## src/rtl/branch_pkg.sv

```systemverilog
// Shared types for the branch resolve stage: funct3 codes,
// result bundle, skid-buffer states and the sequential PC step.
package branch_pkg;

  localparam int          BR_XLEN = 32;
  localparam logic [31:0] PC_INC  = 32'd4;

  typedef enum logic [2:0] {
    BEQ  = 3'b000,
    BNE  = 3'b001,
    BLT  = 3'b100,
    BGE  = 3'b101,
    BLTU = 3'b110,
    BGEU = 3'b111
  } funct3_e;

  typedef struct packed {
    logic               taken;
    logic               illegal;
    logic [BR_XLEN-1:0] next_pc;
    logic [BR_XLEN-1:0] target;
  } br_result_t;

  typedef enum logic [1:0] {
    EMPTY = 2'd0,
    ONE   = 2'd1,
    TWO   = 2'd2
  } skid_state_e;

endpackage

```

## src/rtl/br_skid_buf.sv

```systemverilog
// Two-entry valid/ready skid buffer with registered in_ready/out_valid.
// Ports: clk, reset_n, in_valid/in_ready/in_data, out_valid/out_ready/out_data.
module br_skid_buf
  import branch_pkg::*;
#(
  parameter type T = br_result_t
) (
  input  logic clk,
  input  logic reset_n,
  input  logic in_valid,
  output logic in_ready,
  input  T     in_data,
  output logic out_valid,
  input  logic out_ready,
  output T     out_data
);

  skid_state_e state;
  T            spare;
  logic        in_fire;
  logic        out_fire;

  assign in_fire  = in_valid & in_ready;
  assign out_fire = out_valid & out_ready;

  // out_data is the head entry; spare holds the younger entry in TWO.
  always_ff @(posedge clk or negedge reset_n) begin
    if (!reset_n) begin
      state     <= EMPTY;
      in_ready  <= 1'b1;
      out_valid <= 1'b0;
      out_data  <= '0;
      spare     <= '0;
    end else begin
      unique case (state)
        EMPTY: begin
          if (in_fire) begin
            out_data  <= in_data;
            out_valid <= 1'b1;
            state     <= ONE;
          end
        end
        ONE: begin
          if (in_fire && !out_fire) begin
            spare    <= in_data;
            in_ready <= 1'b0;
            state    <= TWO;
          end else if (!in_fire && out_fire) begin
            out_valid <= 1'b0;
            state     <= EMPTY;
          end else if (in_fire && out_fire) begin
            out_data <= in_data;
          end
        end
        TWO: begin
          if (out_fire) begin
            out_data <= spare;
            in_ready <= 1'b1;
            state    <= ONE;
          end
        end
        default: begin
          state     <= EMPTY;
          in_ready  <= 1'b1;
          out_valid <= 1'b0;
        end
      endcase
    end
  end

endmodule

```

## src/rtl/comparatortree32.sv

```systemverilog
// 32-bit operand comparator: equality, signed and unsigned less-than.
// Ports: a, b operands; eq, lt (signed), ltu (unsigned) results.
module comparatortree32 (
  input  logic [31:0] a,
  input  logic [31:0] b,
  output logic        eq,
  output logic        lt,
  output logic        ltu
);

  assign eq  = (a == b);
  assign ltu = (a < b);
  assign lt  = ($signed(a) < $signed(b));

endmodule

```

## src/rtl/branch_resolve_stage.sv

```systemverilog
// Branch resolve stage: compares operands, decodes funct3 into
// taken/illegal, computes target and next PC, and registers the result
// through a 2-entry skid buffer.
// Ports: clk, reset_n; in_valid/in_ready, in_op1, in_op2, in_funct3,
// in_pc, in_imm; out_valid/out_ready, out_taken, out_illegal,
// out_next_pc, out_target.
// Optional BRANCH_PERF_EN adds perf_taken_cnt, perf_nottaken_cnt and
// perf_illegal_cnt, counting output transfers by outcome.
// XLEN must stay 32: the comparator is fixed-width.
module branch_resolve_stage #(
  parameter int          XLEN   = 32,
  parameter logic [31:0] PC_INC = branch_pkg::PC_INC
) (
  input  logic            clk,
  input  logic            reset_n,
  input  logic            in_valid,
  output logic            in_ready,
  input  logic [XLEN-1:0] in_op1,
  input  logic [XLEN-1:0] in_op2,
  input  logic [2:0]      in_funct3,
  input  logic [XLEN-1:0] in_pc,
  input  logic [XLEN-1:0] in_imm,
  output logic            out_valid,
  input  logic            out_ready,
  output logic            out_taken,
  output logic            out_illegal,
  output logic [XLEN-1:0] out_next_pc,
  output logic [XLEN-1:0] out_target
`ifdef BRANCH_PERF_EN
  ,
  output logic [31:0]     perf_taken_cnt,
  output logic [31:0]     perf_nottaken_cnt,
  output logic [31:0]     perf_illegal_cnt
`endif
);

  import branch_pkg::*;

  logic       eq;
  logic       lt;
  logic       ltu;
  br_result_t res;
  br_result_t head;

  comparatortree32 u_cmp (
    .a   (in_op1),
    .b   (in_op2),
    .eq  (eq),
    .lt  (lt),
    .ltu (ltu)
  );

  always_comb begin
    res         = '0;
    res.target  = in_pc + in_imm;
    unique case (1'b1)
      (in_funct3 == BEQ):  res.taken = eq;
      (in_funct3 == BNE):  res.taken = ~eq;
      (in_funct3 == BLT):  res.taken = lt;
      (in_funct3 == BGE):  res.taken = ~lt;
      (in_funct3 == BLTU): res.taken = ltu;
      (in_funct3 == BGEU): res.taken = ~ltu;
      default:             res.illegal = 1'b1;
    endcase
    res.next_pc = res.taken ? res.target : in_pc + PC_INC;
  end

  br_skid_buf #(
    .T (br_result_t)
  ) u_skid (
    .clk       (clk),
    .reset_n   (reset_n),
    .in_valid  (in_valid),
    .in_ready  (in_ready),
    .in_data   (res),
    .out_valid (out_valid),
    .out_ready (out_ready),
    .out_data  (head)
  );

  assign out_taken   = head.taken;
  assign out_illegal = head.illegal;
  assign out_next_pc = head.next_pc;
  assign out_target  = head.target;

`ifdef BRANCH_PERF_EN
  logic out_fire;
  assign out_fire = out_valid & out_ready;

  always_ff @(posedge clk or negedge reset_n) begin
    if (!reset_n) begin
      perf_taken_cnt    <= '0;
      perf_nottaken_cnt <= '0;
      perf_illegal_cnt  <= '0;
    end else if (out_fire) begin
      unique case (1'b1)
        head.illegal: perf_illegal_cnt  <= perf_illegal_cnt + 32'd1;
        head.taken:   perf_taken_cnt    <= perf_taken_cnt + 32'd1;
        default:      perf_nottaken_cnt <= perf_nottaken_cnt + 32'd1;
      endcase
    end
  end
`endif

endmodule

```

## config.mk

```make
export PLATFORM = sky130hd
export DESIGN_NAME = branch_resolve_stage
export DESIGN_NICKNAME = d
export VERILOG_FILES = /design/src/rtl/branch_pkg.sv /design/src/rtl/br_skid_buf.sv /design/src/rtl/comparatortree32.sv /design/src/rtl/branch_resolve_stage.sv
export SDC_FILE = /design/constraint.sdc
export NUM_CORES = 1
export LEC_CHECK = 0
export ABC_AREA = 1
export BUFFER_PORTS_ARGS = -buffer_cell sky130_fd_sc_hd__buf_2
export CAP_MARGIN = 25
export CORE_AREA = 8 8 143 145
export DETAILED_ROUTE_END_ITERATION = 8
export DIE_AREA = 0 0 151 153
export PLACE_DENSITY = 0.78
export SLEW_MARGIN = 15
export SYNTH_ARGS = -nofsm -noshare
export SYNTH_HDL_FRONTEND = slang
export SYNTH_SLANG_ARGS = --single-unit
```

## constraint.sdc

```tcl
create_clock -name clk -period 1.91 [get_ports clk]
set_input_delay 0 -clock clk [delete_from_list [all_inputs] [get_ports clk]]
set_output_delay 0 -clock clk [all_outputs]
set_load 0.02 [all_outputs]
```

==> results_dict.tcl, run 1 <==
set metrics [dict create \
    first_iter_violations 1210 \
    die_x_um 151 \
    drv_slew 0 \
    cp-startpoint "in_op2[6]" \
    antenna_cells 0 \
    route.vias.total 11500 \
    worst_ir_drop_vdd_mv 2.45 \
    first_global_vias 11000 \
    dr.pass1.iters 7 \
    crit_type "primary input to register" \
    status "finished clean" \
    arrival_ps 2210 \
    cts.clk_slew.worst_paths_ps 60 \
    synth_seq_area_share_pct 34.2 \
    total_power_uw 17000 \
    gp_congestion 0.959 \
    syn_to_final_growth_pct 36.3 \
    holdWs_ps 33.5 \
    root_buffer "clkbuf_16" \
    fin_skew_ps 9.98 \
    multi_input_area_sq_mm 0.00584 \
    p_leak_uw 0.00754 \
    critPathMaxFanout 7 \
    clk_latency_ps 420 \
    antenna_found_initial 0 \
    gr-usage-all-layers_pct 30.5 \
    wl_um 36700 \
    clock_path_buffers 2 \
    timing.rr.end "u_skid.out_data[56]" \
    clock_sinks 136 \
    cts_made_buffers 17 \
    finalWorstPathRequiredPeriod_ps 1900 \
    synth_area_sq_mm 0.00995 \
    slew_headroom_pct 50.9 \
    antenna_left 0 \
    asyncSetResetFlopFracSynth_pct 100 \
    ys_top_cells_by_area "dfrtp_1 (34%), nand2_1 (19%), ha_1 (8.0%)" \
    htree_levels 4 \
    synthDominantCellAreaShare_pct 33.9 \
    holdCritPathClass "primary input to register" \
    synth_nets 1679 \
    cts_tree "built" \
    wl_per_cell_um 17.6 \
    synth_edf_count 0 \
    fill_cells 1479 \
    numPortBuffers 202 \
    synth_seq_cells 136 \
    start_util_pct 54.5 \
    yosysTopAreaCell "dfrtp_1" \
    yosys_most_used_dff "dfrtp_1" \
    tightestPinTransition_ps 737 \
    maxCapViolCount 0 \
    layout.nets 2043 \
    dieArea_sq_mm 0.0231 \
    endpoint "u_skid.out_data[42]" \
    synthCells 1479 \
    route.detailed.drc 0 \
    area.sequential_sq_mm 0.00340 \
    rsz0062_at_grt "yes" \
    core_region_area_sq_mm 0.0183 \
    critPathRequiredTime_ps 2220 \
    r2r-start "u_skid.state[1]" \
    endpoint_kind "register" \
    synth.distinct_cells 37 \
    final_hold_viol_count 0 \
    crit_path_start_kind "primary input" \
    hpwlAfterDp_um 27200 \
    syn-mean-instance-area_sq_um 6.73 \
    synth_warnings 0 \
    r2r_cells 7 \
    synth.most_common_cell "nand2_1" \
    fmax_mhz 526 \
    r2r_slack_ps 120 \
    layoutNonFillerInstCount 2090 \
    finalCritPeriodShare_pct 99.5 \
    placed_cells 2046 \
    grt_pass1_wl_um 55900 \
    drive_gt1_share_pct 25.6 \
    die_h_um 153 \
    rows 50 \
    overflow 0 \
    setup_viol 0 \
    p_per_area_mw_per_mm2 1250 \
    grt_start_max_net_pins 81 \
    ios 203 \
    vias_per_cell 5.48 \
    synthTopCellsByCount "nand2_1 (494), inv_1 (181), dfrtp_1 (135)" \
]
-- state kept, by name, summed over array words and instances, names as in the netlist --
signal / count
u_skid.out_valid: 1
u_skid.in_ready: 1
u_skid.state: 2
u_skid.spare: 66
u_skid.out_data: 66
-- kinds of logic after synthesis --
| family | share of synthesized area [%] |
|---|---|
| and+or+nand+nor | 31.4 |
| adders and majority gates | 8.25 |
| DFF | 34.2 |
| buffers and inverters | 9.18 |
| AOI/OAI and AO/OA | 12.9 |
| xor gates and xnor gates | 4.05 |
-- how the worst min path moves through the flow --
stage / from / endpoint / slack [ps] / depth (start not counted)
6_report: in_funct3[1] / u_skid.spare[64] / 30 / 5
5_1_grt: in_funct3[1] / u_skid.spare[64] / 60 / 5
4_1_cts: in_funct3[1] / u_skid.spare[64] / 20 / 5
3_5_place_dp: reset_n / u_skid.spare[64] / 20 / 1
3_3_place_gp: reset_n / u_skid.out_data[3] / 20 / 1
2_1_floorplan: reset_n / u_skid.out_data[0] / -300 / 0
-- metrics by stage --
stage          instance area, sq um  util (%)  worst slack (ps)  TNS [ps]
2_1_floorplan                  9950         -             0.391         0
3_3_place_gp                  12500      68.6              -411    -28200
3_5_place_dp                  12500      68.6              -444    -32050
4_1_cts                       13200      72.5              16.2         0
5_1_grt                       13600      74.3             -69.7      -562
6_report                      13600      74.3              9.78         0
-- routing by layer --
| metal | vias up | routed length (um) | GRT usage [%] | share of wire (%) |
|---|---|---|---|---|
| li1 | 5489 | - | - | - |
| met3 | 94 | 3140 | 4.13 | 8.5 |
| met5 | - | 0 | 0 | 0 |
| met2 | 604 | 16900 | 47.4 | 46 |
| met4 | 0 | 1270 | 10.6 | 3.4 |
| met1 | 5271 | 15500 | 42.4 | 42 |
-- placed cells by master (no fill, tap or decap), types with 3 or more instances in the layout --
| master | synthesis | final |
|---|---|---|
| nand3_1 | 63 | 62 |
| ha_1 | 64 | 59 |
| o21ai_1 | 12 | 18 |
| a21o_1 | 6 | 6 |
| nand4_1 | 42 | 42 |
| ha_4 | 0 | 5 |
| buf_6 | 3 | 5 |
| nor4_1 | 6 | 6 |
| nand2_1 | 494 | 473 |
| clkbuf_16 | 0 | 21 |
| xor2_1 | 32 | 31 |
| clkinvlp_4 | 0 | 3 |
| a21oi_2 | 0 | 3 |
| inv_2 | 1 | 3 |
| a31oi_1 | 9 | 8 |
| o21ai_0 | 102 | 94 |
| dfrtp_1 | 135 | 135 |
| nand2_2 | 0 | 19 |
| inv_1 | 181 | 178 |
| nor2_1 | 109 | 105 |
| buf_12 | 0 | 9 |
| buf_2 | 10 | 200 |
| buf_4 | 0 | 172 |
| a21oi_1 | 103 | 99 |
| o21ai_2 | 1 | 3 |
| dlygate4sd3_1 | 0 | 5 |
| and3_1 | 3 | 3 |
| o21a_1 | 5 | 5 |
| nor2_4 | 1 | 5 |
| inv_6 | 0 | 4 |
| xnor2_1 | 14 | 14 |
| o21bai_1 | 5 | 5 |
| bufinv_16 | 0 | 4 |
| nand3_2 | 2 | 3 |
| nor3_1 | 23 | 23 |
| nand3b_1 | 5 | 5 |
-- critical path, stage by stage --
cell and delay (ps):
buf_2 80, inv_1 40, ha_1 290, nand2_2 80, nor2_4 100, nand4_1 190, nor2_1 150, nand3b_1 120
o21ai_2 140, nand2_2 80, nor2_4 150, nand3_4 190, buf_12 210, nand2_1 80, nand3_1 110, nand2_1 140
nand2_1 50
-- where the power goes --
group | internal, uW | total, uW | switching, uW | leakage, uW
combinational | 2970 | 8320 | 5360 | 0.00556
clock | 2240 | 3630 | 1390 | 0.000305
sequential | 4300 | 5010 | 712 | 0.00167
total | 9500 | 17000 | 7450 | 0.00754
-- what timing repair did --
action / 4_1_cts / 5_1_grt
setup buffers: 0 / 3
pin swaps: 1 / 18
cloned: 0 / 4
endpoints found under the hold margin: 65 / 0
endpoints found under the setup margin: 4 / 76
gates resized for setup: 4 / 56
hold buffers: 5 / 0
-- layout make-up --
| cell class | count | share of cell area (%) |
|---|---|---|
| Clock buffer | 19 | 3.26 |
| Clock inverter | 13 | 1.42 |
| Inverter | 182 | 5.06 |
| Multi-Input combinational cell | 1109 | 43.0 |
| Sequential cell | 136 | 25.1 |
| Tap cell | 234 | 2.16 |
| Timing Repair Buffer | 397 | 20.0 |
Note: power is estimated with default switching activity, not from simulation.
==> inputs of run 2 (changes only) <==
--- a/config.mk
+++ b/config.mk
@@ -8,11 +8,12 @@
 export ABC_AREA = 1
 export BUFFER_PORTS_ARGS = -buffer_cell sky130_fd_sc_hd__buf_2
 export CAP_MARGIN = 25
-export CORE_AREA = 8 8 143 145
+export CORE_AREA = 8 8 147 149
 export DETAILED_ROUTE_END_ITERATION = 8
-export DIE_AREA = 0 0 151 153
+export DIE_AREA = 0 0 155 157
 export PLACE_DENSITY = 0.78
 export SLEW_MARGIN = 15
 export SYNTH_ARGS = -nofsm -noshare
 export SYNTH_HDL_FRONTEND = slang
+export SYNTH_HIERARCHICAL = 1
 export SYNTH_SLANG_ARGS = --single-unit
==> run 2 against run 1 <==
Against the previous run: the run now ends with negative setup slack left; first-iteration DRC count is 1.9% lower; highest routed layer unchanged; critical path type unchanged; power fell by 43%; setup slack got worse by 330 ps.
==> results_dict.tcl, run 2 <==
set metrics [dict create \
    status "finished, violations left" \
    violations "negative setup slack" \
    rows 51 \
    layoutNonFillerInstCount 2285 \
    first_global_vias 11600 \
    worst_ir_drop_vdd_mv 0.587 \
    grt_pass1_wl_um 59800 \
    overflow 0 \
    p_leak_uw 0.00824 \
    wl_um 39800 \
    numPortBuffers 202 \
    htree_levels 4 \
    synth_area_sq_mm 0.0107 \
    start_util_pct 55.9 \
    mostFrequentLayoutCells "nand2_1 (655), inv_1 (194), buf_2 (187)" \
    dr.pass1.iters 6 \
    reg.largest.list "u_skid/out_data x66, u_skid/spare x66, u_skid/state x2" \
    slew_headroom_pct 69.6 \
    antenna_found_initial 0 \
    yosys_most_used_dff "dfrtp_1" \
    drive_gt1_share_pct 30.0 \
    core_region_area_sq_mm 0.0192 \
    synthDominantCellAreaShare_pct 31.5 \
    syn-mean-instance-area_sq_um 6.43 \
    hpwlAfterDp_um 28400 \
    ys_top_cells_by_area "dfrtp_1 (31%), nand2_1 (25%), ha_1 (7.8%)" \
    critical_path.max_stage_delay_ps 220 \
    synth_edf_count 0 \
    synth_seq_cells 136 \
    antenna_left 0 \
    final_common_cell "nand2_1" \
    die_x_um 155 \
    grt_start_max_net_pins 88 \
    asyncSetResetFlopFracSynth_pct 100 \
    synth-xor-area-share_pct 3.22 \
    wl_per_cell_um 17.4 \
    gr-usage-all-layers_pct 31.0 \
    fmax_mhz 448 \
    synth.distinct_cells 44 \
    synth_seq_area_share_pct 31.7 \
    rsz0062_at_grt "yes" \
    holdWs_ps 23.2 \
    critPathRequiredTime_ps 2270 \
    gp_congestion 0.999 \
    first_iter_violations 1187 \
    synthAdderAreaFrac_pct 8.00 \
    holdCritPathClass "primary input to register" \
    vias_per_cell 5.37 \
    crit_top_cell "nand2_1" \
    synthMuxAreaShare_pct 0 \
    drv_slew 0 \
    cts_tree "built" \
    finalCritPeriodShare_pct 117 \
    synthTopCellsByCount "nand2_1 (722), inv_1 (214), nand3_1 (158)" \
    synth_warnings 6 \
    dieArea_sq_mm 0.0243 \
    synthSimpleGateAreaFrac_pct 39.8 \
    synthCells 1670 \
    critical-path-slowest-cell "or2_1" \
    synth_compound_area_share_pct 6.40 \
    placed_cells 2235 \
    cts_made_buffers 17 \
    fin_skew_ps 9.59 \
    layout.nets 2210 \
    root_buffer "clkbuf_16" \
    clk_latency_ps 430 \
    maxCapViolCount 0 \
    crit_path_start_kind "primary input" \
    tightestPinTransition_ps 455 \
    yosysTopAreaCell "dfrtp_1" \
    finalWorstPathRequiredPeriod_ps 2230 \
    clock_path_buffers 2 \
    syn_to_final_growth_pct 38.9 \
    ios 203 \
    route.vias.total 12300 \
    post-place-ws_ps -631 \
    endpoint_kind "register" \
    setup_slack_ps -321 \
    route.detailed.drc 0 \
    cp_top_family "simple AND/OR/NAND/NOR gates" \
    clock_sinks 136 \
    setup_viol 61 \
    antenna_cells 0 \
    critPathBufInv 5 \
    p_per_area_mw_per_mm2 645 \
    synth.most_common_cell "nand2_1" \
    critical_path.cell_chain "buf_2, inv_2, ha_4, nand2_2, inv_2, nand2_1, nand2_1, nand2_1, nand3_2, a21oi_2, nand3_1, nand2_1, inv_1, nand2_1, o21ai_2, or2_1, nand3_2, nand2_8, buf_12, o31ai_4, nand2_1, o21ai_1, nand3_1, nand2_1" \
    crit_type "primary input to register" \
    critPathMaxFanout 7 \
    synth_top_family_by_area "simple AND/OR/NAND/NOR gates" \
    arrival_ps 2590 \
    final_hold_viol_count 0 \
    cts.clk_slew.worst_paths_ps 60 \
    synth_nets 1873 \
    die_h_um 157 \
]
run 2: worst reg2reg max path: stages, from the launching register on:
cell	delay, ps
dfstp_2	540
nand2_1	90
inv_1	110
ha_1	220
nor2_1	70
nand3_1	100
nand2_2	100
nand2_2	140
buf_12	210
nand2_1	110
nand2_1	110
run 2: cell type report:
type / instances / area (sq um)
Clock buffer: 18 / 429
Clock inverter: 14 / 184
Timing Repair Buffer: 377 / 2690
Inverter: 224 / 883
Fill cell: 1399 / 4290
Multi-Input combinational cell: 1251 / 7000
Tap cell: 265 / 332
Sequential cell: 136 / 3400
run 2: timing repair:
| action | in CTS | in global routing |
|---|---|---|
| resized for setup | 76 | 101 |
| hold endpoints to repair | 139 | 0 |
| endpoints found under the setup margin | 42 | 87 |
| gates cloned | 2 | 3 |
| setup buffers | 5 | 3 |
| pin swaps | 38 | 44 |
| hold buffers | 5 | 0 |
run 2: path summary, 6_finish.rpt:
path                                      from                   to  slack (ps)  cells after the start
max                                 in_op2[19]  u_skid/out_data[36]        -320                     24
min in group asynchronous              reset_n  u_skid/out_data[33]          40                      2
max reg2reg                    u_skid/in_ready  u_skid/out_data[38]          40                     10
min                                   in_pc[2]     u_skid/spare[34]          20                      5
min reg2reg                u_skid/out_data[43]  u_skid/out_data[43]         470                      2
max in group asynchronous              reset_n  u_skid/out_data[64]        1250                      3
run 2: per-layer routing:
layer	up-vias	wire length [um]	global-route usage, %
met4	0	1730	14.6
met2	658	18800	51.9
met1	5639	15900	38.5
li1	5866	-	-
met5	-	0	0
met3	103	3330	5.40
run 2: logic make-up (layout without fill, tap and decap cells):
family,count (synthesis),in the layout
and+or+nand+nor,1015,1015
AOI/OAI and AO/OA,132,132
buffers and inverters,283,633
adders and majority gates,68,68
xor gates and xnor gates,36,36
DFF,136,136
run 2: metrics by stage:
step / setup TNS, ps / power [uW] / area [sq um] / utilization [%]
floorplan: -2740 / 4300 / 11000 / -
global placement: -35420 / 5490 / 13400 / 69.5
detailed placement: -39200 / 5530 / 13400 / 69.5
CTS: -1790 / 9230 / 14400 / 75.0
global route: -18620 / 10000 / 14900 / 77.6
finish: -8670 / 9620 / 14900 / 77.6
run 2: where the power goes:
group / leakage [uW] / internal (uW) / switching (uW)
Clock: 0.000293 / 2090 / 1420
Sequential: 0.00137 / 2880 / 0
Combinational: 0.00658 / 1390 / 1840
==> inputs of run 3 (changes only) <==
--- a/config.mk
+++ b/config.mk
@@ -8,10 +8,10 @@
 export ABC_AREA = 1
 export BUFFER_PORTS_ARGS = -buffer_cell sky130_fd_sc_hd__buf_2
 export CAP_MARGIN = 25
-export CORE_AREA = 8 8 147 149
+export CORE_AREA = 8 8 163 134
 export DETAILED_ROUTE_END_ITERATION = 8
-export DIE_AREA = 0 0 155 157
-export PLACE_DENSITY = 0.78
+export DIE_AREA = 0 0 171 142
+export PLACE_DENSITY = 0.79
 export SLEW_MARGIN = 15
 export SYNTH_ARGS = -nofsm -noshare
 export SYNTH_HDL_FRONTEND = slang
==> run 3 against run 2 <==
Against the previous run: the flow still finishes with violations (negative setup slack); clock skew increased by 3.2 ps; non-clock buffer count decreased by 26; routed wire length decreased by 9.5%; sequential power about the same; global-route usage decreased by 2.1 points; sequential share of layout area increased by 0.61 points; combinational power decreased by 7.4%; hold slack improved by 11 ps; power decreased by 6.3%; critical path type unchanged.
==> results_dict.tcl, run 3 (same netlist as run 2, synthesis figures left out) <==
set metrics [dict create \
    status "finished, violations left" \
    violations "negative setup slack" \
    r2r_cells 10 \
    grt_use_met3_pct 5.24 \
    htree_levels 4 \
    final_cell_area_sq_mm 0.0145 \
    setup_viol 64 \
    critical_path.max_stage_delay_ps 240 \
    endpoint_kind "register" \
    worst_ir_drop_vdd_mv 0.726 \
    crit_type "primary input to register" \
    route.vias.total 11900 \
    critical-path-slowest-cell "or2_1" \
    fill_cells 1510 \
    cts_made_buffers 17 \
    grt_busiest_layer "met2" \
    grt_pass1_wl_um 56400 \
    die_x_um 171 \
    rsz0062_at_grt "yes" \
    final_common_cell "nand2_1" \
    gr-usage-all-layers_pct 29.0 \
    numPortBuffers 202 \
    die_h_um 142 \
    holdCritPathClass "primary input to register" \
    p_per_area_mw_per_mm2 621 \
    ios 203 \
    mostFrequentLayoutCells "nand2_1 (684), inv_1 (193), buf_2 (187)" \
    wl_um 36000 \
    fin_skew_ps 12.8 \
    reg.largest.list "u_skid/out_data x66, u_skid/spare x66, u_skid/state x2" \
    worst-path-stages 26 \
    hold_path_depth 6 \
    maxCapViolCount 0 \
    dpl_cell_area_sq_mm 0.0131 \
    rows 46 \
    cts.clk_slew.worst_paths_ps 70 \
    crit_path_start_kind "primary input" \
    fmax_mhz 458 \
    core_region_area_sq_mm 0.0193 \
    met2_usage_pct 45.9 \
    clock_sinks 136 \
    first_iter_violations 1265 \
    finalWorstPathRequiredPeriod_ps 2180 \
    drive_gt1_share_pct 27.8 \
    start_util_pct 55.5 \
    setup_slack_ps -273 \
    crit_top_cell "nand2_1" \
    route.detailed.drc 0 \
    clk_latency_ps 430 \
    wl_per_cell_um 15.9 \
    antenna_found_initial 0 \
    critPathRequiredTime_ps 2240 \
    slew_headroom_pct 71.9 \
    critPathMaxFanout 9 \
    clock_path_buffers 2 \
    tightestPinTransition_ps 419 \
    p_leak_uw 0.00802 \
    gp_congestion 0.995 \
    overflow 0 \
    layout.nets 2184 \
    grt_util_met1_pct 39.6 \
    placed_cells 2205 \
    dieArea_sq_mm 0.0243 \
    syn_to_final_growth_pct 35.3 \
    final_hold_viol_count 0 \
    critPathBufInv 6 \
    first_global_vias 11300 \
    cts_tree "built" \
    grt_start_max_net_pins 72 \
    layoutNonFillerInstCount 2259 \
    dr.pass1.iters 6 \
    cp_top_family "simple AND/OR/NAND/NOR gates" \
    total_power_uw 9020 \
    finalCritPeriodShare_pct 114 \
    antenna_left 0 \
    hpwlAfterDp_um 27000 \
    vias_per_cell 5.25 \
    arrival_ps 2510 \
    drv_slew 0 \
    root_buffer "clkbuf_16" \
]
run 3: cell count changes in the layout (fill, tap and decap cells not counted), sizes merged:
cell / before / now
buf: 369 / 344
bufinv: 3 / 0
clkinv: 4 / 5
clkinvlp: 2 / 3
diode: 0 / 1
run 3: tightest hold or removal path: cells and delay by family:
family | cells | cell delay (ps)
buffers and inverters | 1 | 110
XOR/XNOR | 1 | 80
AO/OA/AOI/OAI | 1 | 50
AND/OR/NAND/NOR | 3 | 190
run 3: final cells by class:
cell class	count	area [sq um]	share of cell area, %
multi-input combinational	1251	6860	47.2
sequential	136	3400	23.4
antenna	1	2.50	0.0172
clock inverter	13	111	0.767
timing repair buffer	351	2490	17.2
tap	264	330	2.27
clock buffer	19	443	3.05
inverter	224	878	6.05
run 3: path summary, 6_finish.rpt:
check | from | to | slack (ps)
setup reg to reg | u_skid/in_ready | u_skid/out_data[49] | 120
min in group asynchronous | reset_n | u_skid/spare[35] | 40
setup / recovery | in_op1[11] | u_skid/out_data[54] | -270
max in group asynchronous | reset_n | u_skid/spare[12] | 1210
hold reg to reg | u_skid/out_data[12] | u_skid/out_data[12] | 470
hold / removal | in_pc[31] | u_skid/spare[63] | 30
run 3: power by group:
part | leakage (uW) | internal (uW) | switching, uW | total, uW
clock network | 0.000265 | 1730 | 1420 | 3150
registers | 0.00137 | 2880 | 0 | 2880
logic | 0.00639 | 1300 | 1690 | 2990
total | 0.00802 | 5910 | 3110 | 9020
run 3: layer usage:
| metal | vias up | share of wire [%] |
|---|---|---|
| li1 | 5795 | - |
| met1 | 5471 | 44 |
| met2 | 531 | 45 |
| met3 | 58 | 8.4 |
| met4 | 0 | 2.5 |
| met5 | - | 0 |
run 3: repair_timing:
action | in CTS | in global routing
hold buffers | 5 | 0
setup buffers | 8 | 5
endpoints found under the hold margin | 139 | 0
endpoints found under the setup margin | 55 | 91
gates resized for setup | 89 | 53
cloned | 1 | 2
pin swaps | 47 | 32
run 3: per-stage QoR:
| step | setup TNS [ps] | setup WS, ps | util (%) | hold WS [ps] |
|---|---|---|---|---|
| after floorplan | -2740 | -114 | - | -296 |
| after global placement | -33590 | -583 | 67.9 | -71.6 |
| after detailed placement | -38830 | -679 | 67.9 | -70.3 |
| after CTS | -2860 | -154 | 73.5 | 17.9 |
| after global routing | -17620 | -416 | 75.1 | 70.8 |
| final | -9240 | -273 | 75.1 | 33.8 |
